[config.mk]
export PLATFORM = sky130hd
export DESIGN_NAME = rgb_fade_driver
export DESIGN_NICKNAME = d
export VERILOG_FILES = /design/src/rtl/rgb_fade_driver.sv
export SDC_FILE = /design/constraint.sdc
export NUM_CORES = 1
export LEC_CHECK = 0
export CAP_MARGIN = 30
export CORE_UTILIZATION = 32
export CTS_CLUSTER_DIAMETER = 30
export DETAILED_ROUTE_END_ITERATION = 7
export SYNTH_ARGS = -nofsm -noshare
export SYNTH_HDL_FRONTEND = slang
export SYNTH_SLANG_ARGS = --single-unit
[constraint.sdc]
create_clock -name clk -period 3.6 [get_ports clk]
set_clock_uncertainty 0.2 [all_clocks]
set_input_delay 0.9 -clock clk [delete_from_list [all_inputs] [get_ports clk]]
set_output_delay 0.9 -clock clk [all_outputs]
set_load 0.02 [all_outputs]
[src/rtl/rgb_fade_driver.sv]
// PWM LED driver that fades between a current and a target color/level.
// On a color change it fades down to zero first, swaps color, then fades up.
module rgb_fade_driver #(
    parameter int PWM_BITS    = 8,
    parameter int STEP_CYCLES = 256
) (
    input  logic                clk,
    input  logic                rst,
    input  logic                ena,
    input  logic                req,
    input  logic [2:0]          color_in,
    input  logic [PWM_BITS-1:0] level_in,
    output logic                busy,
    output logic [2:0]          rgb
);

    localparam int PS_W = (STEP_CYCLES > 1) ? $clog2(STEP_CYCLES) : 1;
    localparam logic [PWM_BITS-1:0] MAX_DUTY = {PWM_BITS{1'b1}};
    localparam logic [PS_W-1:0] PS_LAST = PS_W'(STEP_CYCLES - 1);

    typedef enum logic [1:0] {
        IDLE      = 2'd0,
        FADE_DOWN = 2'd1,
        FADE_UP   = 2'd2
    } state_t;

    state_t              state;
    logic [PWM_BITS-1:0] pwm_cnt;
    logic [PWM_BITS-1:0] duty;
    logic [PWM_BITS-1:0] duty_act;
    logic [PS_W-1:0]     presc;
    logic [2:0]          color_cur;
    logic [2:0]          color_tgt;
    logic [PWM_BITS-1:0] level_tgt;
    logic [2:0]          rgb_q;

    logic                step;
    logic [PWM_BITS-1:0] duty_dn;
    logic [PWM_BITS-1:0] duty_up;

    // Saturating neighbours of duty so it can never wrap.
    always_comb begin
        step    = (presc == PS_LAST);
        duty_dn = (duty != '0) ? duty - 1'b1 : duty;
        duty_up = (duty != MAX_DUTY) ? duty + 1'b1 : duty;
    end

    always_ff @(posedge clk) begin
        if (rst) begin
            state     <= IDLE;
            pwm_cnt   <= '0;
            duty      <= '0;
            duty_act  <= '0;
            presc     <= '0;
            color_cur <= '0;
            color_tgt <= '0;
            level_tgt <= '0;
            rgb_q     <= '0;
        end else if (ena) begin
            pwm_cnt <= pwm_cnt + 1'b1;
            if (pwm_cnt == MAX_DUTY)
                duty_act <= duty;
            rgb_q <= color_cur & {3{pwm_cnt < duty_act}};

            case (state)
                IDLE: begin
                    presc <= '0;
                    if (req) begin
                        color_tgt <= color_in;
                        level_tgt <= level_in;
                        if (color_in != color_cur) begin
                            if (duty != '0) begin
                                state <= FADE_DOWN;
                            end else begin
                                color_cur <= color_in;
                                if (level_in != '0)
                                    state <= FADE_UP;
                            end
                        end else if (level_in > duty) begin
                            state <= FADE_UP;
                        end else if (level_in < duty) begin
                            state <= FADE_DOWN;
                        end
                    end
                end

                FADE_DOWN: begin
                    if (step) begin
                        presc <= '0;
                        duty  <= duty_dn;
                        if (color_tgt != color_cur) begin
                            if (duty_dn == '0) begin
                                color_cur <= color_tgt;
                                state     <= (level_tgt != '0) ? FADE_UP : IDLE;
                            end
                        end else if (duty_dn <= level_tgt) begin
                            state <= IDLE;
                        end
                    end else begin
                        presc <= presc + 1'b1;
                    end
                end

                FADE_UP: begin
                    if (step) begin
                        presc <= '0;
                        duty  <= duty_up;
                        if (duty_up >= level_tgt || duty_up == MAX_DUTY)
                            state <= IDLE;
                    end else begin
                        presc <= presc + 1'b1;
                    end
                end

                default: state <= IDLE;
            endcase
        end else begin
            rgb_q <= '0;
        end
    end

    assign busy = (state != IDLE);
    assign rgb  = rgb_q;

endmodule
# Word-level counts from Yosys, hierarchy flattened
# Cells that the tools add are included.
# classes
addsub	4
n_lt_le_gt_ge	5
n_eq_ne	20
mux	28
bitwise_logic	2
n_reduce_logical	18
# op_table
op	count
$mux W8	5
$pmux W8 S2	2
$mux W2	13
$add A8 B1 Y8 const B	3
$eq A8 B8 Y1 const B	3
$reduce_bool A8 Y1	3
$mux W3	6
$lt A8 B8 Y1	2
$ne A2 B2 Y1 const B	8
$reduce_and A9 Y1	1
$ge A8 B8 Y1	1
$gt A8 B8 Y1	1
$le A8 B8 Y1	1
$logic_not A8 Y1	1
$ne A4 B4 Y1 const B	2
$ne A8 B8 Y1 const B	1
$reduce_and A8 Y1	1
$reduce_bool A2 Y1	4
$sub A8 B1 Y8 const B	1
$ne A3 B3 Y1	2
$ne A3 B3 Y1 const B	2
$pmux W2 S3	1
$pmux W3 S2	1
$reduce_and A2 Y1	2
other kinds (9)	10
# word_totals
ff_bits	51
out_inout_bits	4

# Logic depth before layout (Yosys ltp)
# logic_depth
word_depth	7
mapped_depth	15
mapped_depth_nobuf	13

# Least setup slack after synthesis
# No wires, ideal clock.
# synth_timing
path_type	register to register
from	reg duty[5]
to	reg state[1]
setup_ns	0.116
arrival_time_ns	3.099
required_ns	3.284
path_slack_ns	0.186
path_stages_with_launch	15
path_buffers	3
period_less_slack_ns	3.414
path_cell_list	dfxtp_1 buf_4 or4_4 buf_6 or3_1 clkbuf_1 a21oi_1 ha_1 nor2b_1 o211ai_1 a21oi_1 o31ai_1 o2111ai_1 a211o_1 and3b_1
# synth_via
elab_chain_cells	6
# synth_rtl
element	line_no	rtl
start: declaration	29	logic [PWM_BITS-1:0] duty;
start signal: assignment	90	duty <= duty_dn;
start signal: assignment	107	duty <= duty_up;
$add A8 B1 Y8 / $ne A8 B8 Y1 (equally long branches)	45	duty_up = (duty != MAX_DUTY) ? duty + 1'b1 : duty;
$mux W8	45	
$ge A8 B8 Y1 / $eq A8 B8 Y1 (equally long branches)	108	if (duty_up >= level_tgt || duty_up == MAX_DUTY)
$logic_or A1 B1 Y1	108	
$ne A2 B2 Y1 (no line)	--	
$reduce_and A9 Y1 (no line)	--	
end signal: assignment	94	state <= (level_tgt != '0) ? FADE_UP : IDLE;
end: declaration	27	state_t state;
# Parallel ways exist; a longest one is shown, timed or not. The select of a mux whose other input is x is not followed.
# A chain may end at the register's enable or synchronous reset.

# Worst setup path in the final report
# layout_timing
from	reg duty[0]
to	reg state[1]
# The elaborated chain is that of the path after synthesis.

==> flow_summary.ini <==
[clocking]
worstSkewPairLatency_ns = 0.31
cts_setup_buffers = 0
numCtsBuffers = 5
cts_root_buf = clkbuf_8
cts.sinks = 51
cts.htree.levels = 2
clk_path_buf_depth = 2
cts_tree = done
path_clk_slew_ns = 0.10

[layout]
final_common_cell = nor2_1
syn_to_final_growth_pct = 12.3
stdcell_count = 599
final_cell_mix = nor2_1 (54), dfxtp_1 (50), ha_1 (40), nand2_1 (35), a21oi_1 (34)
finalNetCount = 513
final_area_um2 = 4030
num_antenna_cells = 0
drive_gt1_share_pct = 8.06

[logic_synthesis]
synthTopCellsByArea = dfxtp_1 (28%), ha_1 (14%), nor2_1 (5.7%), a21oi_1 (4.7%), mux2i_1 (4.5%)
yosysUniqueCellTypes = 49
syn_area_um2 = 3580
ys.flop_type = dfxtp_1
postSynthAreaPerCell_um2 = 8.07
yosysSeqAreaShare_pct = 28.5
syn_nets = 499
yosysTopAreaCell = dfxtp_1
yosys.area.top_type_share_pct = 28.5
syn_inst = 444
synth_edf_count = 0
ys_warn_count = 0
ys_ff_latch = 51
synthArstFlopShare_pct = 0

[sta]
maxSlewViolCount = 0
finalSetupViolCount = 0
max_freq_mhz = 297
rsz0062_at_grt = false
fin_ws_ns = 0.236
fin_setup_tns_ns = 0
maxSlewHeadroom_pct = 55.7
fin_crit_ns = 3.36
hold_violations = 0
tightest_slew_ns = 0.655
fin_crit_sh_pct = 93.5

[grt]
antenna_found_initial = 0
grt_pass1_wl_mm = 14.6
grt_pass1_vias = 3000
grt_usage_pct = 15.9
grt_max_degree = 20
grt_overflow_total = 0

[floorplanning]
floorplan.rows = 38
dieWidth_um = 108
die-height_um = 108
start_util_pct = 32.9
core_region_area_um2 = 10900
dieArea_um2 = 11600
num_io_pins = 19

[power]
p_comb_share_pct = 17.0
switching_power_mw = 0.336
pwr-share-clk_pct = 30.7
p_leak_nw = 1.47
intPower_mw = 0.806
vdd_drop_max_v = 0.000154
seqPwrFrac_pct = 52.2
p_per_area_nw_per_um2 = 284
swShare_pct = 29.4

[route]
viasPerCell = 5.24
wl_per_cell_um = 15.0
ant_nets = 0
wl_mm = 8.99
drc = 0
drt_iter0_drc = 293
vias = 3137
first_pass_iters = 5

[critical_path]
cp_data_arrival_time_ns = 3.38
crit_type = flip-flop to flip-flop
cp_max_fo = 6
startpoint = duty[0]$_SDFFE_PP0P_
end_kind = flip-flop
required_ns = 3.61
start_kind = flip-flop
timing.rr.start = duty[0]$_SDFFE_PP0P_

[place]
dpl_cell_area_um2 = 3940
placedCellCount = 591
dp_slack_ns = 0.198
port_buffers = 18
hpwl_mm = 7.03
gp_congestion = 0.984

[hold_path]
hold_start = level_tgt[7]$_SDFFE_PP0P_
hold_path_class = flip-flop to flip-flop

[run]
drv_cap = 0

[outcome]
status = completed
==> power by group through the flow <==
stage               combinational (mW)  sequential (mW)  clock (mW)
CTS                              0.195            0.597       0.365
detailed placement               0.194            0.610           0
global placement                 0.191            0.609           0
finish                           0.195            0.597       0.351
floorplan                        0.130            0.605           0
global route                     0.215            0.599       0.384
==> per-layer routing <==
layer | wire (um) | GRT usage, %
met5 | 0 | 0
met2 | 4180 | 26.6
met4 | 123 | 4.01
met1 | 4280 | 21.3
met3 | 403 | 2.24
==> registers in the layout (all words and copies together), names as in the netlist <==
name       flops
duty_act       8
duty           8
color_cur      3
color_tgt      3
level_tgt      8
pwm_cnt        8
presc          8
state          2
rgb            3
==> critical path: stages, from the launching register on <==
cell and delay (ns):
dfxtp_1 0.37, inv_1 0.19, ha_1 0.20, nand2b_1 0.13, or3_1 0.40, a21oi_1 0.22, ha_1 0.27, nor2b_1 0.13
o211ai_1 0.17, a21oi_1 0.09, o31ai_1 0.23, o2111ai_1 0.22, a211o_1 0.27, and3b_1 0.17
==> stage by stage <==
| stage | hold WS (ns) | power, mW | utilization, % |
|---|---|---|---|
| 2_1_floorplan | 0.249 | 0.735 | - |
| 3_3_place_gp | 0.263 | 0.800 | 36.1 |
| 3_5_place_dp | 0.268 | 0.804 | 36.1 |
| 4_1_cts | 0.283 | 1.16 | 37.0 |
| 5_1_grt | 0.308 | 1.20 | 37.0 |
| 6_report | 0.281 | 1.14 | 37.0 |
==> cell type report <==
cell class / instances / area, um^2
tap: 140 / 175
multi-input combinational: 338 / 2340
sequential: 51 / 1020
clock buffer: 6 / 72.6
inverter: 30 / 113
fill: 1104 / 6860
clock inverter: 2 / 16.3
timing repair buffer: 32 / 285
==> logic make-up after synthesis <==
logic type	after synthesis	share of synthesized area, %
and+or+nand+nor	160	21.9
AOI/OAI and AO/OA	91	16.9
buffers and inverters	55	6.35
DFF	51	28.5
adders and majority gates	40	14.0
xor gates and xnor gates	26	6.35
muxes	21	6.04
==> synth_stat cells, drive strengths merged, types with 3 or more instances <==
cell and number:
nor3 11, nor2 54, xor2 10, o21ai 15
nor2b 5, ha 40, mux2i 16, a31oi 3
nor4 8, and3 7, a211oi 8, inv 30
nand2 35, xnor2 16, nand4 12, buf 7
nor4b 3, nand2b 6, dfxtp 51, mux2 5
clkbuf 18, o21a 3, nand3 10, a21oi 34
a21o 5, or3 3, o2111ai 4, o211ai 3
a21boi 4
==> final timing paths <==
kind / to / slack, ns / depth (start not counted)
worst max register to register: state[1]$_SDFFE_PP0P_ / 0.24 / 13
worst min-delay path: level_tgt[7]$_SDFFE_PP0P_ / 0.28 / 2
worst max-delay path: state[1]$_SDFFE_PP0P_ / 0.24 / 13
worst min register to register: level_tgt[7]$_SDFFE_PP0P_ / 0.28 / 2
==> what timing repair did <==
action	4_1_cts	5_1_grt
hold buffers	0	0
endpoints found under the hold margin	0	0
gates resized for setup	0	1
setup endpoints to repair	0	2
Power figures use the tool's default switching activity.
==> RTL edit 1: new RTL, config.mk and constraints unchanged <==
Set the parameter `PWM_BITS` to 12 (it was 8).
--- a/src/rtl/rgb_fade_driver.sv
+++ b/src/rtl/rgb_fade_driver.sv
@@ -3,3 +3,3 @@
 module rgb_fade_driver #(
-    parameter int PWM_BITS    = 8,
+    parameter int PWM_BITS    = 12,
     parameter int STEP_CYCLES = 256
Interface: changed (resized level_in); port bits go from 19 to 23. No check against the original RTL was run, so the function may have changed too.
==> RTL edit 1 against the original RTL <==
The run now ends with DRC, setup timing left. Total power increased by 74%. Critical endpoint unchanged. Critical path depth increased by 2. Final cell count increased by 43%. Utilization increased by 3.5 points. Sequential cell count increased by 16. Hold slack improved by 6.0 ps. Synthesized area increased by 37%. Critical path type unchanged. Die area increased by 36%. Routed wire length increased by 49%. Design area increased by 48%. Non-clock buffer count increased by 38. Worst setup slack got worse by 370 ps.
==> RTL edit 1: results (changes against the original RTL) <==
| Metric | Value |
|---|---|
| Rel. slew slack | `56.24% (+0.51 points)` |
| Largest net degree at the start of global routing | `37 (+85%)` |
| Post-route DRC | `4 (+4)` |
| DRC violation total after the first TritonRoute iteration | `332 (+13%)` |
| Fin Hold WS | `286.8 ps (+5.952 ps)` |
| Post-CTS Setup Bufs | `1 (+1)` |
| Hold path start | `level_tgt[1]` |
| Most common library cells after synthesis | `nand2_1 (68), dfxtp_1 (67), nor2_1 (59)` |
| # fillers | `1457 (+32%)` |
| Buffer share of cell area | `9.741% (+2.7 points)` |
| Multi-input gates | `476 (+41%)` |
| Clk_lat worst skew | `340 ps (+30 ps)` |
| Nets | `743 (+45%)` |
| VDD IR max | `0.2253 mV (+46%)` |
| Slowest-stage cell, CP | `or3b_4` |
| Crit path max-delay family | `simple AND/OR/NAND/NOR gates` |
| Crit path max fanout | `8 (+2)` |
| Synth area leaders | `dfxtp_1 (27%), ha_1 (14%), a21oi_1 (5.5%), nand2_1 (5.2%), mux2i_1 (4.9%)` |
| Register area | `1346 sq um (+32%)` |
| Met2 Usage GRT | `28.17% (+1.6 points)` |
| Hold EP | `level_tgt[1]` |
| Number of core rows | `44 (+16%)` |
| Placer Congestion | `0.9402 (-4.4%)` |
| Lkg Pwr | `0.002325 uW (+58%)` |
| Syn avg cell area | `7.865 sq um (-2.5%)` |
| Clock network share of area | `5.176% (+3.0 points)` |
| Cell-internal power | `1477 uW (+83%)` |
| Met3 WL | `547 um (+36%)` |
| Worst EP arrival | `3730 ps (+350 ps)` |
| Multi-input combinational area share | `55.69% (-2.5 points)` |
| Final setup vio count | `2 (+2)` |
| PnR worst setup slack | `-133.9 ps (-369.5 ps)` |
| Clock network fraction of design power | `46.7% (+16 points)` |
| Netlist cell types | `62 (+27%)` |
| Drt pass-1 iters | `8 (+3)` |
| Clk root buf | `clkbuf_16` |
| Met1 Usage GRT | `23.75% (+2.5 points)` |
| PostCTS Resize Cnt | `2 (+2)` |
| Wl on met1 | `6561 um (+53%)` |
| Post-Layout Cell Count | `857 (+43%)` |
| Power per standard cell area | `333.8 nW/um^2 (+18%)` |
| Dpl ws | `-57.56 ps (-255.5 ps)` |
| Worst R2R Path Depth | `15 (+2)` |
| Violated checks | `DRC, setup timing` |
| All-Layer GR Usage | `17.60% (+1.7 points)` |
| H-Tree Depth | `3 (+1)` |
| Number of global-route vias before repair | `4479 (+49%)` |
| First-pass GRT wire length | `22380 um (+53%)` |
| Clk pwr | `928 uW (+160%)` |
| Cells after DPL | `838 (+42%)` |
| Num CTS Buffers | `9 (+4)` |
| Setup TNS | `-259.8 ps (-259.8 ps)` |
| Clock buffer count | `10 (+4)` |
| Routed wl met2 | `6136 um (+47%)` |
| Invs w/o clock | `45 (+50%)` |
| Routed length per placed instance | `15.68 um (+4.5%)` |
| Sequential fraction of the synthesis area | `27.42% (-1.1 points)` |
| Outcome | `complete, but fails checks` |
| Syn Nets | `696 (+39%)` |
-- RTL edit 1: cell count changes after synthesis, sizes merged, moves of 10 or more --
cell / unedited run / this run
a21oi: 34 / 55
dfxtp: 51 / 67
ha: 40 / 55
inv: 30 / 45
nand2: 35 / 68
o21ai: 15 / 25
-- RTL edit 1: cells by family after synthesis --
kind of cell / synth area share (%)
multiplexers: 5.601
adder cells (fa/ha/maj): 14.07
XOR/XNOR: 5.371
buffers and inverters: 6.496
flip-flops: 27.42
AO/OA/AOI/OAI: 17.29
AND/OR/NAND/NOR: 23.76
-- RTL edit 1: worst max path at each step --
stage | cells past startpoint | slack [ps] | endpoint | start
floorplan | 17 | 20 | state[1] | duty[1]
detailed placement | 13 | -60 | state[1] | duty[0]
CTS | 16 | 20 | state[1] | duty[0]
global placement | 13 | -40 | state[1] | duty[1]
finish | 15 | -130 | state[1] | duty[0]
global route | 17 | -350 | state[1] | duty[1]
==> RTL edit 2: new RTL, same flow settings <==
Without the edit above. Encoding of `state_t`: now one-hot (3 bits for 3 states).
--- a/src/rtl/rgb_fade_driver.sv
+++ b/src/rtl/rgb_fade_driver.sv
@@ -20,6 +20,6 @@
 
-    typedef enum logic [1:0] {
-        IDLE      = 2'd0,
-        FADE_DOWN = 2'd1,
-        FADE_UP   = 2'd2
+    typedef enum logic [2:0] {
+        IDLE      = 3'b001,
+        FADE_DOWN = 3'b010,
+        FADE_UP   = 3'b100
     } state_t;
Formal check against the unedited RTL: no difference found for any inputs over 10 cycles, from zero or initial values and one cycle with rst high; not proved beyond that.
==> RTL edit 2 against the original RTL <==
Die area increased by 2.7%. Total power grew 30%. Worst setup slack worse by 1.8 ps. First-iteration DRC count fell by 18%. Critical path type unchanged. Critical endpoint unchanged. Synthesized area grew 2.8%. Routed wire length rose by 3.7%. Design area rose by 4.9%. Sequential cell count up 1. Highest routed layer unchanged. Largest power group unchanged.
==> RTL edit 2: results (changes against the original RTL) <==
| Metric | Value |
|---|---|
| Vias post-DR | `3334 (+6.3%)` |
| Syn Nets | `519 (+4.0%)` |
| Number of global-route vias before repair | `3149 (+5.0%)` |
| Crit path max-delay family | `compound AO/OA/AOI/OAI gates` |
| # port buffers | `18 (unchanged)` |
| Final Hold Viols | `0 (unchanged)` |
| Worst EP arrival | `3390 ps (about the same)` |
| DRC violation total after the first TritonRoute iteration | `241 (-18%)` |
| N_diodes | `0 (unchanged)` |
| Clk root buf | `clkbuf_16` |
| Synthesis Warnings | `0 (unchanged)` |
| Synth area leaders | `dfxtp_1 (28%), ha_1 (12%), mux2i_1 (5.7%), nor2_1 (5.0%), a21oi_1 (4.9%)` |
| First-pass GRT wire length | `15530 um (+6.4%)` |
| Routed length per placed instance | `14.94 um (-0.41%)` |
| Largest net degree at the start of global routing | `37 (+85%)` |
| Clock Path Buffers | `2 (unchanged)` |
| Num CTS Buffers | `5 (unchanged)` |
| Post-DP HPWL | `7275 um (+3.5%)` |
| Most common library cells after synthesis | `dfxtp_1 (52), nor2_1 (49), nand2_1 (46)` |
| Placer Congestion | `0.8861 (-9.9%)` |
| Slowest-stage cell, CP | `nor3_1` |
| VDD IR max | `0.2100 mV (+36%)` |
| Worst slew pin tran | `677.2 ps (+22.39 ps)` |
| Worst-path clk slew | `70 ps (-30 ps)` |
| Netlist cell types | `56 (+14%)` |
| Asr flop ratio synth | `0% (unchanged)` |
| H-Tree Depth | `2 (unchanged)` |
| Critical path's largest stage delay | `500 ps (+100 ps)` |
| Lkg Pwr | `0.001620 uW (+9.9%)` |
| Clk_lat worst skew | `300 ps` |
| Nets | `534 (+4.1%)` |
| Crit path max fanout | `10 (+4)` |
| All-Layer GR Usage | `16.87% (+0.99 points)` |
| Sequential fraction of the synthesis area | `28.27% (-0.22 points)` |
| Initial antenna violation count | `0 (unchanged)` |
| HP Class | `flop to flop` |
| Outcome | `finished, final reports clean` |
| Drt pass-1 iters | `5 (unchanged)` |
| Share of post-route cells with drive strength above 1 | `8.058% (about the same)` |
-- RTL edit 2: cell types whose count changed after synthesis, sizes merged, moves of 5 or more --
cell | before | now
a211oi | 8 | 14
nand2 | 35 | 46
nand3 | 10 | 18
nor2 | 54 | 49
mux2i | 16 | 21
xnor2 | 16 | 9
clkbuf | 18 | 23
-- RTL edit 2: area by class of cell --
class | count | area, sq um
Timing Repair Buffer | 34 | 295.3
Sequential cell | 52 | 1044
Multi-Input combinational cell | 359 | 2441
Inverter | 31 | 116.4
Fill cell | 1146 | 6807
Tap cell | 140 | 175.2
Clock buffer | 6 | 138.9
Clock inverter | 2 | 13.76
-- RTL edit 2: final timing paths --
| kind | startpoint | endpoint | slack [ps] | cells after the start |
|---|---|---|---|---|
| worst max-delay path | duty[4] | state[1] | 230 | 13 |
| worst min-delay path | presc[7] | presc[7] | 270 | 2 |
| worst max register to register | duty[4] | state[1] | 230 | 13 |
| worst min register to register | presc[7] | presc[7] | 270 | 2 |
-- RTL edit 2: logic make-up (layout without fill, tap and decap cells) --
group           count (synthesis)  count (layout)  synth area share, %
simple gates                  176             176                23.62
flops                          52              52                28.27
xor+xnor                       17              17                4.044
fa+ha+maj                      36              36                12.23
buf+inv                        57              73                6.048
compound gates                108             108                19.78
mux                            22              22                6.014
-- RTL edit 2: per-stage QoR --
step | cells | cell area, sq um | setup slack [ps]
2_1_floorplan | 468 | 3682 | 443.1
3_3_place_gp | 616 | 4046 | 283.3
3_5_place_dp | 616 | 4046 | 181.6
4_1_cts | 624 | 4199 | 161.9
5_1_grt | 624 | 4224 | 28.81
6_report | 624 | 4224 | 233.7
-- RTL edit 2: per-layer routing --
metal	share of wire [%]	vias to the layer above	track usage [%]
met5	0	-	0
met4	2.2	0	5.714
met3	3.1	16	2.869
met2	46	49	27.22
met1	48	1572	22.63
li1	-	1697	-
-- RTL edit 2: report_power, final --
part	total, uW	internal [uW]	switching [uW]
Clock	509	279	230
Combinational	333	141	191
Sequential	640	605	35.4
Total	1480	1030	457
-- RTL edit 2: worst min-delay path, delay by kind of cell, from the launching register on --
kind             cells  cell delay (ps)
AO/OA/AOI/OAI        1               50
AND/OR/NAND/NOR      1               60
flip-flops           1              320
-- RTL edit 2: timing repair --
| item | CTS | global route |
|---|---|---|
| buffers inserted | 0 | 0 |
| resized for setup | 0 | 7 |
| setup endpoints to repair | 0 | 3 |
